`src/rtl/mux_sel_sequencer.sv`:
```
// Steps a 4-input mux through its select codes, samples each, returns a 4-bit result.
// Optional MUX_SEQ_PARITY_EN adds a registered res_parity output.
module mux_sel_sequencer #(
  parameter int SETTLE = 2,
  parameter int CNT_W  = 4
) (
  input  logic       clk,
  input  logic       rst_n,
  input  logic       start_valid,
  output logic       start_ready,
  input  logic       abort,
  output logic       sel1,
  output logic       sel2,
  input  logic       mux_out,
  output logic       res_valid,
  input  logic       res_ready,
  output logic [3:0] res_data,
`ifdef MUX_SEQ_PARITY_EN
  output logic       res_parity,
`endif
  output logic       busy
);

  typedef enum logic [1:0] {
    IDLE,
    DRIVE,
    SAMPLE,
    DONE
  } state_t;

  localparam logic [CNT_W-1:0] LAST = CNT_W'(SETTLE - 1);

  state_t           state_q, state_n;
  logic [1:0]       code_q, code_n;
  logic [CNT_W-1:0] cnt_q, cnt_n;
  logic [3:0]       data_q, data_n;
  logic             valid_q, valid_n;
  logic             rdy_q, rdy_n;
  logic             busy_q, busy_n;
`ifdef MUX_SEQ_PARITY_EN
  logic             par_q, par_n;
`endif

  always_ff @(posedge clk or negedge rst_n) begin
    if (!rst_n) begin
      state_q <= IDLE;
      code_q  <= 2'd0;
      cnt_q   <= '0;
      data_q  <= 4'd0;
      valid_q <= 1'b0;
      rdy_q   <= 1'b1;
      busy_q  <= 1'b0;
`ifdef MUX_SEQ_PARITY_EN
      par_q   <= 1'b0;
`endif
    end else begin
      state_q <= state_n;
      code_q  <= code_n;
      cnt_q   <= cnt_n;
      data_q  <= data_n;
      valid_q <= valid_n;
      rdy_q   <= rdy_n;
      busy_q  <= busy_n;
`ifdef MUX_SEQ_PARITY_EN
      par_q   <= par_n;
`endif
    end
  end

  always_comb begin
    state_n = state_q;
    code_n  = code_q;
    cnt_n   = cnt_q;
    data_n  = data_q;
    valid_n = valid_q;
`ifdef MUX_SEQ_PARITY_EN
    par_n   = par_q;
`endif
    unique case (state_q)
      IDLE: begin
        if (start_valid) begin
          state_n = DRIVE;
          code_n  = 2'd0;
          cnt_n   = '0;
          data_n  = 4'd0;
        end
      end
      DRIVE: begin
        cnt_n = cnt_q + 1'b1;
        if (abort) begin
          state_n = IDLE;
          code_n  = 2'd0;
          cnt_n   = '0;
        end else if (cnt_q == LAST) begin
          state_n = SAMPLE;
        end
      end
      SAMPLE: begin
        // abort beats the sample write
        if (abort) begin
          state_n = IDLE;
          code_n  = 2'd0;
          cnt_n   = '0;
        end else begin
          data_n[code_q] = mux_out;
          if (code_q == 2'd3) begin
            state_n = DONE;
            valid_n = 1'b1;
`ifdef MUX_SEQ_PARITY_EN
            par_n   = ^{mux_out, data_q[2:0]};
`endif
          end else begin
            state_n = DRIVE;
            code_n  = code_q + 2'd1;
            cnt_n   = '0;
          end
        end
      end
      DONE: begin
        if (res_ready) begin
          state_n = IDLE;
          valid_n = 1'b0;
          code_n  = 2'd0;
        end
      end
      default: state_n = IDLE;
    endcase
    rdy_n  = (state_n == IDLE);
    busy_n = (state_n != IDLE);
  end

  assign sel1        = code_q[0];
  assign sel2        = code_q[1];
  assign start_ready = rdy_q;
  assign busy        = busy_q;
  assign res_valid   = valid_q;
  assign res_data    = data_q;
`ifdef MUX_SEQ_PARITY_EN
  assign res_parity  = par_q;
`endif

endmodule

```
`config.mk`:
```
export PLATFORM = sky130hd
export DESIGN_NAME = mux_sel_sequencer
export DESIGN_NICKNAME = d
export VERILOG_FILES = /design/src/rtl/mux_sel_sequencer.sv
export SDC_FILE = /design/constraint.sdc
export NUM_CORES = 1
export LEC_CHECK = 0
export ABC_AREA = 1
export CORE_MARGIN = 1.5
export CORE_UTILIZATION = 50
export CTS_BUF_LIST = sky130_fd_sc_hd__clkbuf_8
export DETAILED_ROUTE_END_ITERATION = 6
export GPL_TIMING_DRIVEN = 0
export PLACE_DENSITY = 0.76
export SETUP_SLACK_MARGIN = 0.3
export SYNTH_ARGS = -nofsm -noshare
export SYNTH_HDL_FRONTEND = slang
export SYNTH_SLANG_ARGS = --single-unit
```
`constraint.sdc`:
```
create_clock -name clk -period 1.4 [get_ports clk]
set_input_delay 0.28 -clock clk [delete_from_list [all_inputs] [get_ports clk]]
set_output_delay 0.28 -clock clk [all_outputs]
set_load 0.02 [all_outputs]
```
==> out/qor.csv, run 1 <==
metric,value,unit
M1 WL,943,µm
critical setup path kind,reg -> reg,
Critical Path End Type,flop,
worst reg-to-reg path cell count,7,
Remaining DRCs,0,
Overall Power,1.79,mW
die area,2000,µm²
worst stage delay on the critical path,0.48,ns
core area,1560,µm²
crit path time final,1.26,ns
multi-input combinational cell area,523,µm²
Commonest cells post-synth,"nand2_1, dfrtp_1, inv_1",
die width,44.7,µm
Worst R2R Setup Slack,0.14,ns
PnR worst setup slack,0.137,ns
"Hold Vio Cnt, Final",0,
vias post-DR,816,
clk buf depth,2,
"Seq/Total Area, Yosys",43.2,%
Final Cell Area,1220,µm²
GRT overflow,0,
FF-to-FF End,cnt_q[1],
io pins,15,
crit path cell chain,ha_4 -> inv_2 -> nor2_1 -> nand2_2 -> nand3_4 -> nand2_1 -> o21ai_1,
leak pwr,0.624,nW
crit start category,flop,
Layout Area Growth over Synthesis,40.7,%
Setup-failing EPs final,0,
1st-pass router iterations,5,
CP Max Fanout,6,
antenna violations before repair,0,
Worst-path clk slew,0.07,ns
number of max-cap violations,0,
initial drt markers,18,
highest-delay cell along the critical path,dfrtp_2,
CTS tree,done,
Antenna Nets Post-Route,0,
synth unique cells,17,
share of Yosys cell area claimed by the top area cell type,40.2,%
vias per inst,5.37,
Post-synth EDFFs,0,
Fmax achieved,0.792,GHz
Tightest Pin Transition,0.681,ns
synthesized area per cell,7.99,µm²
total wire length,2250,µm
metal3 WL,83,µm
CTS root buffer,clkbuf_8,
synthesized cell area,871,µm²
hold_buf cts,0,
CTS sink cnt,15,
Nets,149,
Placement Cell Area,1050,µm²
Power Density,1470,nW/µm²
final period utilization,90.2,%
yosys warns,0,
status,completed,
share of layout cells above drive strength 1,43.4,%
RSZ-0062 raised after global routing,yes,
Initial Util,55.9,%
layout filler cell count,97,
Cells after Synth,109,
dominant cell type by area after synthesis,dfrtp_1,
"count leader, synth",nand2_1,
routed length per instance,14.8,µm
Worst Skew,0.00758,ns
Peak VDD IR,0.00147,V
latest clock arrival within the worst-skew pair,0.25,ns
met2 WL,1120,µm
"top cells by area, synth","dfrtp_1, nand2_1, ha_1",
number of H-tree levels,1,
RR Startpoint,code_q[0],
die height,44.7,µm
# port buffers,14,
Post-Route Utilization,78.6,%
CP startpoint,code_q[0],
Post-Syn Nets,121,
top_reg_cell synth,dfrtp_1,
Hold/Removal Path Class,in -> async,
Max Used Layer,met4,
n_diodes,0,
Worst Path Required,1.53,ns
Post-Place Setup Slack,-0.138,ns
Detail Placement HPWL,1340,µm
Max-slew headroom,54.4,%
largest net degree at the start of global routing,16,
Final Wtd Congestion,0.837,
register area,383,µm²
first-pass GRT wire length,3370,µm
GRT Util Overall,23.3,%
CTS buffer count,3,
arrival time at the worst endpoint,1.39,ns
vias in the first global route,778,
Final Slew Violations,0,
std cell rows,14,
"FFs w/ async S/R, synth",100,%
#FFs+latches synth,15,
[worst max path at each step]
stage	to	slack, ns	depth (start not counted)
after floorplan	code_q[1]	0.26	6
after global placement	res_data[1]	-0.12	7
after detailed placement	res_data[1]	-0.14	7
after CTS	code_q[1]	0.22	6
after global routing	cnt_q[0]	0.09	7
final	cnt_q[1]	0.14	7
[cell families (layout without fill, tap and decap cells)]
kind of cell             Yosys count  count (layout)  synth area share (%)
AND/OR/NAND/NOR                   66              66                  37.5
flip-flops                        15              15                  43.2
buffers and inverters             14              41                  6.03
AO/OA/AOI/OAI                      8               8                  4.60
adder cells (fa/ha/maj)            6               6                  8.62
[metrics by stage]
| step | cells | hold WS (ns) | setup TNS [ns] |
|---|---|---|---|
| after floorplan | 109 | -0.0156 | 0 |
| after CTS | 148 | 0.463 | 0 |
| after global routing | 152 | 0.505 | 0 |
| final | 152 | 0.439 | 0 |
| after detailed placement | 139 | 0.467 | -0.940 |
| after global placement | 139 | 0.453 | -0.804 |
[cells in the final DEF, fill, tap and decap left out]
cell type and n:
inv_1 6, buf_2 5, nand2_2 6, nor2_2 3, buf_6 4, clkdlybuf4s50_1 5
o21ai_2 1, nor2_4 4, buf_4 8, or2_2 1, nand3_4 3, dfrtp_2 5
nand4_1 7, nand2_1 28, ha_1 4, dfstp_2 1, a21oi_1 1, clkbuf_8 3
o21ai_1 2, nand3_2 1, nand2_4 2, ha_4 1, ha_2 1, o21ai_0 4
dfrtp_1 9, clkinv_2 1, inv_2 8, nor2_1 6, nand3_1 5, buf_12 1
[metal layers]
metal	up-vias	global-route usage (%)
met5	-	0
met1	374	29.8
met3	12	3.60
met4	0	8.48
met2	21	39.7
li1	409	-
[critical path: cells and delay by family, from the launching register on]
kind / cells / cell delay (ns)
AO/OA/AOI/OAI: 1 / 0.07
adder cells (fa/ha/maj): 1 / 0.20
buffers and inverters: 1 / 0.05
flip-flops: 1 / 0.48
AND/OR/NAND/NOR: 4 / 0.35
[state kept, by name, indices dropped and copies added, names as in the netlist]
signal and count:
res_data 4, code_q 2, state_q 2, res_valid 1, start_ready 1, busy 1
cnt_q 4
[final cells by class]
type | instances | area share [%]
clock buffer | 3 | 3.37
clock inverter | 1 | 0.409
inverter | 14 | 4.29
multi-input combinational | 80 | 42.7
sequential | 15 | 31.3
tap | 16 | 1.63
timing repair buffer | 23 | 16.3
[power breakdown]
part,switching [mW],internal [mW]
Combinational,0.450,0.333
Sequential,0.120,0.535
Clock,0.160,0.197
Total,0.730,1.06
[timing repair]
item,in CTS,in global routing
setup endpoints to repair,23,19
resized for setup,50,17
pin swaps,1,5
setup buffers,5,4
No activity file was read; power rests on OpenSTA's default activity.
==> inputs of run 2 (changes only) <==
--- a/config.mk
+++ b/config.mk
@@ -7,11 +7,11 @@
 export LEC_CHECK = 0
 export ABC_AREA = 1
 export CORE_MARGIN = 1.5
-export CORE_UTILIZATION = 50
+export CORE_UTILIZATION = 53
 export CTS_BUF_LIST = sky130_fd_sc_hd__clkbuf_8
 export DETAILED_ROUTE_END_ITERATION = 6
 export GPL_TIMING_DRIVEN = 0
-export PLACE_DENSITY = 0.76
+export PLACE_DENSITY = 0.8
 export SETUP_SLACK_MARGIN = 0.3
 export SYNTH_ARGS = -nofsm -noshare
 export SYNTH_HDL_FRONTEND = slang
==> out/qor.csv, run 2 (synthesis gave the netlist of run 1 again) <==
metric,value,unit,change
Final Wtd Congestion,0.828,,-1.0%
io pins,15,,unchanged
CP Max Fanout,6,,unchanged
1st-pass router iterations,4,,-1
Peak VDD IR,0.00119,V,-19%
vias per inst,5.42,,+1.0%
Worst R2R Setup Slack,0.20,ns,+0.06 ns
Max-slew headroom,55.0,%,+0.57 points
initial drt markers,13,,-5
Hold/Removal Path Class,in -> async,,
Worst Skew,0.00319,ns,-0.00439 ns
status,completed,,
CTS tree,done,,
crit path time final,1.20,ns,-0.0611 ns
n_diodes,0,,unchanged
die width,43.5,µm,-2.7%
CTS buffer count,3,,unchanged
std cell rows,14,,unchanged
number of max-cap violations,0,,unchanged
total wire length,2160,µm,-4.1%
vias in the first global route,806,,+3.6%
GRT overflow,0,,unchanged
latest clock arrival within the worst-skew pair,0.25,ns,about the same
PnR worst setup slack,0.198,ns,+0.0611 ns
worst reg-to-reg path cell count,6,,-1
most used routing layer in global routing,met2,,
M3 GR Usage,5.42,%,+1.8 points
RSZ-0062 raised after global routing,yes,,
Setup-failing EPs final,0,,unchanged
number of H-tree levels,1,,unchanged
critical setup path kind,reg -> reg,,
Antenna Nets Post-Route,0,,unchanged
Final Hold Slack,0.437,ns,-0.00212 ns
Final Slew Violations,0,,unchanged
antenna violations before repair,0,,unchanged
routing usage on met2,40.3,%,+0.59 points
first-pass GRT wire length,3370,µm,+0.21%
layout filler cell count,86,,-11%
Post-Place Setup Slack,-0.105,ns,+0.0335 ns
final period utilization,85.8,%,-4.4 points
core area,1520,µm²,-2.2%
share of layout cells above drive strength 1,46.5,%,+3.1 points
crit start category,flop,,
Initial Util,57.1,%,+1.3 points
Fmax achieved,0.832,GHz,+5.1%
Layout Area Growth over Synthesis,46.0,%,
Nets,155,,+4.0%
vias post-DR,857,,+5.0%
routed length per instance,13.6,µm,-7.8%
"leading cell type in the layout, fill and taps excluded",nand2_1,,
Detail Placement HPWL,1300,µm,-3.2%
Power Density,1390,nW/µm²,-4.8%
CTS root buffer,clkbuf_8,,
"Hold Vio Cnt, Final",0,,unchanged
met1 GRT Util,29.3,%,-0.54 points
leak pwr,0.673,nW,+7.7%
Critical Path End Type,flop,,
CTS sink cnt,15,,unchanged
GRT Util Overall,25.0,%,+1.7 points
die height,43.5,µm,-2.7%
Final Cell Area,1270,µm²,+3.8%
largest net degree at the start of global routing,16,,unchanged
Worst Path Required,1.59,ns,+0.06 ns
Placement Cell Area,1050,µm²,unchanged
# port buffers,14,,unchanged
die area,1900,µm²,-5.3%
Tightest Pin Transition,0.673,ns,-0.00848 ns
most frequent cells in the layout,"nand2_1, buf_4, inv_1, nand2_2, dfrtp_1",,
arrival time at the worst endpoint,1.39,ns,about the same
Worst-path clk slew,0.06,ns,about the same
Remaining DRCs,0,,unchanged
clk buf depth,2,,unchanged
[run 2: cell types whose count changed in the layout (fill, tap and decap cells not counted), sizes merged]
cell           delta
buf               +6
clkdlybuf4s50     -1
clkinv            -1
dlygate4sd2       +1
inv               +1
[run 2: per-stage QoR]
| stage | utilization [%] | std cells | total power, mW | TNS [ns] |
|---|---|---|---|---|
| global route | 83.4 | 158 | 1.88 | 0 |
| global placement | 69.0 | 139 | 1.14 | -0.751 |
| CTS | 78.3 | 154 | 1.68 | 0 |
| floorplan | - | 109 | 0.989 | 0 |
| detailed placement | 69.0 | 139 | 1.17 | -0.683 |
| finish | 83.4 | 158 | 1.77 | 0 |
[run 2: layout make-up]
class | count | area (µm²) | area share [%]
clock buffer | 3 | 41.3 | 3.25
clock inverter | 1 | 3.75 | 0.295
inverter | 14 | 52.6 | 4.13
multi-input combinational | 80 | 539 | 42.4
sequential | 15 | 383 | 30.1
tap | 16 | 20.0 | 1.57
timing repair buffer | 29 | 231 | 18.2
[run 2: path summary, 6_finish.rpt]
kind / end / startpoint
setup / recovery: code_q[1] / code_q[0]
hold / removal: res_data[1] / rst_n
setup reg to reg: code_q[1] / code_q[0]
hold reg to reg: res_data[1] / res_data[1]
max in group asynchronous: cnt_q[0] / rst_n
min in group clk: res_data[1] / res_data[1]
[run 2: timing repair]
| action | 4_1_cts | 5_1_grt |
|---|---|---|
| setup endpoints to repair | 23 | 19 |
| pin swaps | 9 | 5 |
| hold endpoints to repair | 0 | 0 |
| setup buffers | 11 | 4 |
| gates cloned | 0 | 0 |
| hold buffers | 0 | 0 |
| gates resized for setup | 57 | 15 |
[run 2: where the power goes]
group / total, mW / internal [mW] / leakage, nW / switching, mW
logic: 0.794 / 0.344 / 0.452 / 0.451
clock network: 0.349 / 0.195 / 0.0269 / 0.154
registers: 0.630 / 0.535 / 0.193 / 0.0945
total: 1.77 / 1.07 / 0.673 / 0.699
[run 2: worst max-delay path, stage by stage, from the launching register on]
cell	delay (ns)
dfrtp_2	0.44
inv_1	0.09
ha_1	0.29
nand2_1	0.06
nor2_1	0.11
nand3_1	0.09
nand2_1	0.07
[run 2: per-layer routing]
metal	share of wire [%]	wire [µm]	vias up
li1	-	-	415
met1	42	910	419
met2	52	1120	16
met3	3.1	66	7
met4	2.7	59	0
met5	0	0	-
==> inputs of run 3 (changes only) <==
--- a/config.mk
+++ b/config.mk
@@ -13,6 +13,7 @@
 export GPL_TIMING_DRIVEN = 0
 export PLACE_DENSITY = 0.8
 export SETUP_SLACK_MARGIN = 0.3
+export SLEW_MARGIN = 5
 export SYNTH_ARGS = -nofsm -noshare
 export SYNTH_HDL_FRONTEND = slang
 export SYNTH_SLANG_ARGS = --single-unit
==> results of run 3 <==
The final DEF is identical to that of run 2; final timing and power are the same.
